[src/rtl/if_stage.sv]
`default_nettype none
// +----------------------------------------------------------------------------+
// | Module   : if_stage                                                        |
// | Purpose  : MIPS instruction-fetch stage with PC and IF/ID pipeline register|
// | Options  : IF_PERF_CNT_EN adds perf_fetch / perf_bubble counters           |
// | Revision : 1.0                                                             |
// +----------------------------------------------------------------------------+
module if_stage #(
  parameter logic [31:0] RESET_PC = 32'h0000_0000,
  parameter logic [31:0] NOP_INST = 32'h0000_0000
) (
  input  logic        CLK,
  input  logic        Reset,
  input  logic        Stall,
  input  logic        Jump,
  input  logic [31:0] ID_jpc,
  input  logic        Branch,
  input  logic [31:0] EX_bpc,
  output logic [31:0] imem_addr,
  input  logic [31:0] imem_data,
  output logic [31:0] ID_Inst,
  output logic [31:0] ID_PC,
  output logic [31:0] IF_PC
`ifdef IF_PERF_CNT_EN
  ,
  output logic [31:0] perf_fetch,
  output logic [31:0] perf_bubble
`endif
);

  logic [31:0] r_pc;
  logic [31:0] r_id_inst;
  logic [31:0] r_id_pc;
  logic [31:0] w_pc_plus4;
  logic [31:0] w_target;
  logic        w_redirect;
  logic        w_advance;

  assign w_pc_plus4 = r_pc + 32'd4;
  assign w_redirect = Branch | Jump;
  assign w_advance  = ~w_redirect & ~Stall;

  // Branch from EX is older than the jump in ID, so it wins; targets are word aligned.
  assign w_target   = Branch ? {EX_bpc[31:2], 2'b00} : {ID_jpc[31:2], 2'b00};

  always_ff @(posedge CLK or negedge Reset) begin
    if (!Reset) begin
      r_pc      <= RESET_PC;
      r_id_inst <= NOP_INST;
      r_id_pc   <= 32'd0;
    end else if (w_redirect) begin
      r_pc      <= w_target;
      r_id_inst <= NOP_INST;
      r_id_pc   <= 32'd0;
    end else if (w_advance) begin
      r_pc      <= w_pc_plus4;
      r_id_inst <= imem_data;
      r_id_pc   <= w_pc_plus4;
    end
  end

  assign imem_addr = r_pc;
  assign IF_PC     = r_pc;
  assign ID_Inst   = r_id_inst;
  assign ID_PC     = r_id_pc;

`ifdef IF_PERF_CNT_EN
  logic [31:0] r_perf_fetch;
  logic [31:0] r_perf_bubble;

  always_ff @(posedge CLK or negedge Reset) begin
    if (!Reset) begin
      r_perf_fetch  <= 32'd0;
      r_perf_bubble <= 32'd0;
    end else if (w_advance) begin
      r_perf_fetch  <= r_perf_fetch + 32'd1;
    end else begin
      r_perf_bubble <= r_perf_bubble + 32'd1;
    end
  end

  assign perf_fetch  = r_perf_fetch;
  assign perf_bubble = r_perf_bubble;
`endif

endmodule
`default_nettype wire

[config.mk]
export PLATFORM = sky130hd
export DESIGN_NAME = if_stage
export DESIGN_NICKNAME = d
export VERILOG_FILES = /design/src/rtl/if_stage.sv
export SDC_FILE = /design/constraint.sdc
export NUM_CORES = 1
export LEC_CHECK = 0
export CORE_MARGIN = 3
export CORE_UTILIZATION = 43
export DETAILED_ROUTE_END_ITERATION = 8
export PLACE_DENSITY = 0.82
export SLEW_MARGIN = 5
export SYNTH_ARGS = -nofsm -noshare
export SYNTH_HDL_FRONTEND = slang
export SYNTH_SLANG_ARGS = --single-unit
export TNS_END_PERCENT = 5
[constraint.sdc]
create_clock -name CLK -period 2.73 [get_ports CLK]
set_input_delay 0.4095 -clock CLK [delete_from_list [all_inputs] [get_ports CLK]]
set_output_delay 0.4095 -clock CLK [all_outputs]
set_load 0.05 [all_outputs]
==> results.md, run 1 <==
- Final nets: 835
- Critical Path, Cell by Cell: ha_1, nand3_1, or4_4, nor4_2, xor2_1, a221o_1
- Endpoints failing hold: 0
- Slew at the pin closest to its max-slew limit: 0.740 ns
- Max-slew violation count: 0
- ANT cells: 0
- Mapped Area: about 0.005 mm2
- Slowest-stage cell, CP: or4_4
- Yosys cell types: 51
- Worst VDD drop: between 0.0003 and 0.0004 V
- Routability Congestion: 0.892
- Die X: 115 um
- Area of the multi-input gates: approximately 0.0024 mm2
- Final period util: between 80% and 90%
- Root Buffer Master: clkbuf_16
- Place WS: 0.409 ns
- Post-synth ARST share: 100%
- Largest net degree at the start of global routing: 54
- Setup Fix Bufs, Post-CTS: 0
- CTS Sinks: 92
- Number of port buffers: 218
- CTS tree: built
- Run status: finished, final reports clean
- Setup ws final: 0.389 ns
- First-pass GRT wire length: 25.3 mm
- Hold_buf cts: 0
- Crit path capture type: flop
- EDFF count, synth: 0
- Initial core utilization: 44.5%
- Row cnt: 39
- Slew headroom: between 50% and 60%
- Post_cts resized: 0
- Post-Syn Instances: 556
- CP peak stage delay: 0.60 ns
- Commonest non-fill, non-tap cell in the layout: clkdlybuf4s50_1
- Initial drt markers: 310
- Die height: between 100 and 150 um
- Leakage: ~3.1 nW
- DRT Wirelength: around 16 mm
- Mean Syn Cell Area: between 9 and 10 um2
- Fillcell total: 954
- Post-route ant nets: 0
- Die area: 0.0133 mm2
- Vias: 4,820
- Critical Path Fanout Max: 6
- Non-filler instance count after layout: roughly 900
- Required @ worst endpoint: 2.95 ns
- Yosys warnings: 0
- Via-per-instance ratio: 5.47
- Worst skew pair latency: between 0.3 and 0.4 ns
- Most frequent cells in the layout: clkdlybuf4s50_1 (214), dfrtp_1 (92), a21oi_1 (69), nor2_1 (62), nand2_1 (46)
- Post-DP HPWL: 11.8 mm
- Final setup fails: 0
- Setup TNS: 0 ns
- Yosys reg bits: 92
- Max Cap Viol: 0
- Seq/Total Area, Yosys: 44.9%
- F_max: 0.427 GHz
- Placed Instances: 865
- Register Area: 0.00230 mm2
- Flop-to-flop setup slack: a little under 0.4 ns
- Element type at the critical path start: flop
- Tot GR Track Use: 24.1%
- P&R area growth vs syn: 45.8%
- GRT overflow: 0
- Clock skew: around 0.0052 ns
- TritonCTS Buffers: 9
- Clock transition at the registers of the reported paths: 0.06 ns
- Main flop type after synthesis: dfrtp_1
- WP data arrival: 2.56 ns
- Avg WL per Cell: 18.0 um
- Share of post-route cells with drive strength above 1: 7.32%
- Core box area: around 0.012 mm2
- H-tree Lvls: 3
- TritonRoute pass-1 iters: 5
- Initial antenna violation count: 0
- RSZ-0062 raised after global routing: false
- Critical setup path kind: flop to flop
- Pwr dens: 562 mW/mm2
- Longest Clk Path Bufs: 2
- IO Count: 229
- DRC: 0
- Fin crit period: 2.34 ns
- Vias in the first global route: 4,874
- Final Util: roughly 65%
- Hold Path Class: input pin to async pin
-- registers in the layout (all words and copies together), names as in the netlist --
signal   count
ID_Inst     32
ID_PC       30
IF_PC       30
-- worst max-delay path, delay by kind of cell, from the launching register on --
| kind | cells | cell delay (ns) |
|---|---|---|
| AND/OR/NAND/NOR | 3 | 1.05 |
| flip-flops | 1 | 0.44 |
| AO/OA/AOI/OAI | 1 | 0.34 |
| adder cells (fa/ha/maj) | 1 | 0.26 |
| XOR/XNOR | 1 | 0.13 |
-- report_power, final --
| part | internal, mW | leakage [nW] | switching (mW) |
|---|---|---|---|
| Combinational | 0.514 | 1.78 | 0.856 |
| Sequential | 1.45 | 1.22 | 0.126 |
| Clock | 0.757 | 0.149 | 0.503 |
| Total | 2.72 | 3.14 | 1.49 |
-- per-layer routing --
metal	GRT usage, %	wire length [um]
met4	5.09	194
met5	0	0
met2	40.5	7840
met3	7.63	1570
met1	30.6	6220
-- cell usage after synthesis, types with 2 or more instances --
cell | n | area share (%)
or3_1 | 3 | 0.37
o21ai_0 | 41 | 4.0
nand2_1 | 46 | 3.4
and3_1 | 5 | 0.61
a22oi_1 | 3 | 0.44
or2_2 | 2 | 0.24
nand2b_1 | 2 | 0.24
xor2_1 | 5 | 0.85
a21oi_1 | 69 | 6.7
or4_4 | 2 | 0.44
nand3_1 | 10 | 0.98
o21ba_2 | 4 | 0.78
buf_6 | 5 | 1.1
xnor2_1 | 25 | 4.3
a221o_1 | 4 | 0.78
buf_4 | 36 | 5.3
a2bb2oi_1 | 9 | 1.5
nand4_1 | 3 | 0.37
nor3_4 | 2 | 0.63
nor3_1 | 5 | 0.49
buf_1 | 7 | 0.51
o21a_1 | 4 | 0.59
nor4_2 | 4 | 0.98
o22a_1 | 3 | 0.51
o221ai_1 | 6 | 1.0
a31oi_1 | 2 | 0.24
nor2b_1 | 2 | 0.24
clkbuf_1 | 23 | 1.7
nor4_1 | 3 | 0.37
inv_1 | 13 | 0.95
and2_1 | 2 | 0.24
mux2i_1 | 34 | 6.6
dfrtp_1 | 92 | 45
nor2_1 | 63 | 4.6
-- area by class of cell --
class,count,share of cell area (%)
Multi-Input combinational cell,384,31.5
Sequential cell,92,30.8
Timing Repair Buffer,233,30.6
Clock buffer,12,3.43
Tap cell,143,2.39
Inverter,13,0.652
Clock inverter,4,0.636
-- cell families (layout without fill, tap and decap cells) --
logic type / Yosys count / after routing / share of synthesized area (%)
AND/OR/NAND/NOR: 160 / 160 / 15.5
AO/OA/AOI/OAI: 152 / 152 / 17.7
flip-flops: 92 / 92 / 44.9
buffers and inverters: 85 / 262 / 9.61
multiplexers: 35 / 35 / 6.85
XOR/XNOR: 30 / 30 / 5.12
adder cells (fa/ha/maj): 1 / 1 / 0.244
other: 1 / 6 / 0.0731
-- path summary, 6_finish.rpt --
kind,startpoint,to,cells after the start
min in group CLK,ID_PC[29],ID_PC[29],2
max in group asynchronous,Reset,ID_Inst[14],2
hold reg to reg,ID_PC[29],ID_PC[29],2
setup reg to reg,IF_PC[3],IF_PC[26],6
hold / removal,Reset,ID_PC[20],1
setup / recovery,IF_PC[3],IF_PC[26],6
-- stage by stage --
stage	area (um2)	power (mW)	hold WS, ns
2_1_floorplan	5150	2.49	0.114
3_3_place_gp	7180	2.94	0.488
3_5_place_dp	7180	2.97	0.493
4_1_cts	7480	4.24	0.148
5_1_grt	7480	4.40	0.150
6_report	7480	4.20	0.112
Note: power is estimated with default switching activity, not from simulation.
==> run 2, diff against run 1 <==
--- a/config.mk
+++ b/config.mk
@@ -9,6 +9,7 @@
 export CORE_UTILIZATION = 43
 export DETAILED_ROUTE_END_ITERATION = 8
 export PLACE_DENSITY = 0.82
+export REMOVE_ABC_BUFFERS = 1
 export SLEW_MARGIN = 5
 export SYNTH_ARGS = -nofsm -noshare
 export SYNTH_HDL_FRONTEND = slang
==> run 2 against run 1 <==
Register-to-register slack got worse by 0.04 ns. Non-clock buffer count unchanged. Final cell count is the same. Die area is the same. Cell area is 0.33% higher. Clock power up 6%. Core utilization rose by 0.22 points. Global-route usage decreased by 0.28 points. Via count shrank 1.1%. Total power increased by 1.4%.
==> results.md, run 2 (synthesis gave the netlist of run 1 again) <==
- Number of port buffers: 218
- CTS tree: built
- Routability Congestion: 0.860
- Slew headroom: 58.1%
- First-pass GRT wire length: 25.0 mm
- Die X: 115 um
- Die height: 115 um
- Slowest-stage cell, CP: or4_4
- Hold_buf cts: 0
- Placed inst area: about 0.0072 mm2
- ANT cells: 0
- Delay-heaviest family, CP: simple AND/OR/NAND/NOR gates
- Worst skew pair latency: 0.34 ns
- Area of the multi-input gates: 0.00236 mm2
- Run status: finished, final reports clean
- Longest Clk Path Bufs: 2
- Share of post-route cells with drive strength above 1: 7.45%
- Leakage: roughly 3.2 nW
- Vias in the first global route: 4,957
- Fillcell total: 968
- Hold Path Class: input pin to async pin
- Critical Path Fanout Max: 7
- Final std cell area, no fill: 0.00750 mm2
- F_max: 0.420 GHz
- TritonCTS Buffers: 9
- Required @ worst endpoint: 2.95 ns
- RSZ-0062 raised after global routing: false
- Non-filler instance count after layout: 881
- Post_cts resized: 0
- Crit path capture type: flop
- Endpoints failing hold: 0
- IO Count: approximately 230
- Largest net degree at the start of global routing: between 40 and 50
- Clock skew: 0.00559 ns
- GRT overflow: 0
- Max-slew violation count: 0
- Pwr dens: 568 mW/mm2
- DRT Wirelength: around 16 mm
- Avg WL per Cell: 17.7 um
- Row cnt: 39
- Initial drt markers: ~270
- CTS Sinks: 92
- Placed Instances: 865
- Post-route ant nets: 0
- Tot GR Track Use: 23.8%
- Core box area: 0.0115 mm2
- Final period util: between 80% and 90%
- Commonest non-fill, non-tap cell in the layout: clkdlybuf4s50_1
- Max Cap Viol: 0
- Critical setup path kind: flop to flop
- DRC: 0
- Post-DP HPWL: 11.6 mm
- Number of flip-flops in the largest register: 32
- Final nets: 835
- Worst VDD drop: 0.000354 V
- Vias: 4,765
- Slew at the pin closest to its max-slew limit: 0.628 ns
- Buf/Inv on CP: 0
- Setup TNS: 0 ns
- Die area: 0.0133 mm2
- Initial antenna violation count: 0
- P&R area growth vs syn: 46.3%
- H-tree Lvls: 3
- TritonRoute pass-1 iters: 6
- Element type at the critical path start: flop
- Fin crit period: 2.38 ns
- Register Area: 0.00230 mm2
- Most frequent cells in the layout: clkdlybuf4s50_1 (214), dfrtp_1 (92), a21oi_1 (69), nor2_1 (62), nand2_1 (46)
- Power Total: 4.26 mW
- Final setup fails: 0
- Clock transition at the registers of the reported paths: about 0.060 ns
- Critical Path, Cell by Cell: ha_1, nand3_1, or4_4, nor4_2, xor2_1, a221o_1
- Setup Fix Bufs, Post-CTS: 0
- Via-per-instance ratio: 5.41
- WP data arrival: 2.60 ns
- Initial core utilization: 44.5%
- Root Buffer Master: clkbuf_16
- Final Util: between 60 and 70%
- CP peak stage delay: 0.61 ns
-- run 2: cell types whose count changed in the layout (fill, tap and decap cells not counted), sizes merged --
cell / change
clkbuf: -3
clkinv: +2
bufinv: +1
-- run 2: worst reg2reg max path, stage by stage (launching register included) --
cell and delay (ns):
dfrtp_1 0.46, ha_1 0.25, nand3_1 0.15, or4_4 0.61, nor4_2 0.32, xor2_1 0.14, a221o_1 0.33
-- run 2: area by class of cell --
type | instances | area share, %
Clock buffer | 9 | 3.00
Clock inverter | 7 | 1.22
Inverter | 13 | 0.650
Multi-Input combinational cell | 384 | 31.4
Sequential cell | 92 | 30.7
Tap cell | 143 | 2.38
Timing Repair Buffer | 233 | 30.7
-- run 2: metal layers --
metal  GRT usage [%]  share of wire, %
met5               0                 0
met1            29.1                40
met3            6.05               6.9
met4            8.69               2.5
met2            40.6                51
-- run 2: metrics by stage --
stage	worst slack, ns	hold WS (ns)
final	0.351	0.0777
after global routing	0.224	0.124
after CTS	0.369	0.0987
after detailed placement	0.393	0.463
after global placement	0.431	0.459
after floorplan	-0.145	0.114
-- run 2: where the power goes --
group          total, mW  internal, mW  leakage [nW]  switching, mW
Combinational       1.36         0.513          1.78          0.846
Clock               1.33         0.799         0.155          0.532
Sequential          1.57          1.45          1.22          0.124
-- run 2: final timing paths --
check | start | end | slack (ns) | cells past startpoint
max | IF_PC[2] | IF_PC[26] | 0.35 | 6
min | Reset | ID_PC[27] | 0.08 | 1
max reg2reg | IF_PC[2] | IF_PC[26] | 0.35 | 6
min reg2reg | ID_PC[29] | ID_PC[29] | 0.52 | 2
max in group asynchronous | Reset | ID_Inst[13] | 1.95 | 2
min in group CLK | ID_PC[29] | ID_PC[29] | 0.52 | 2
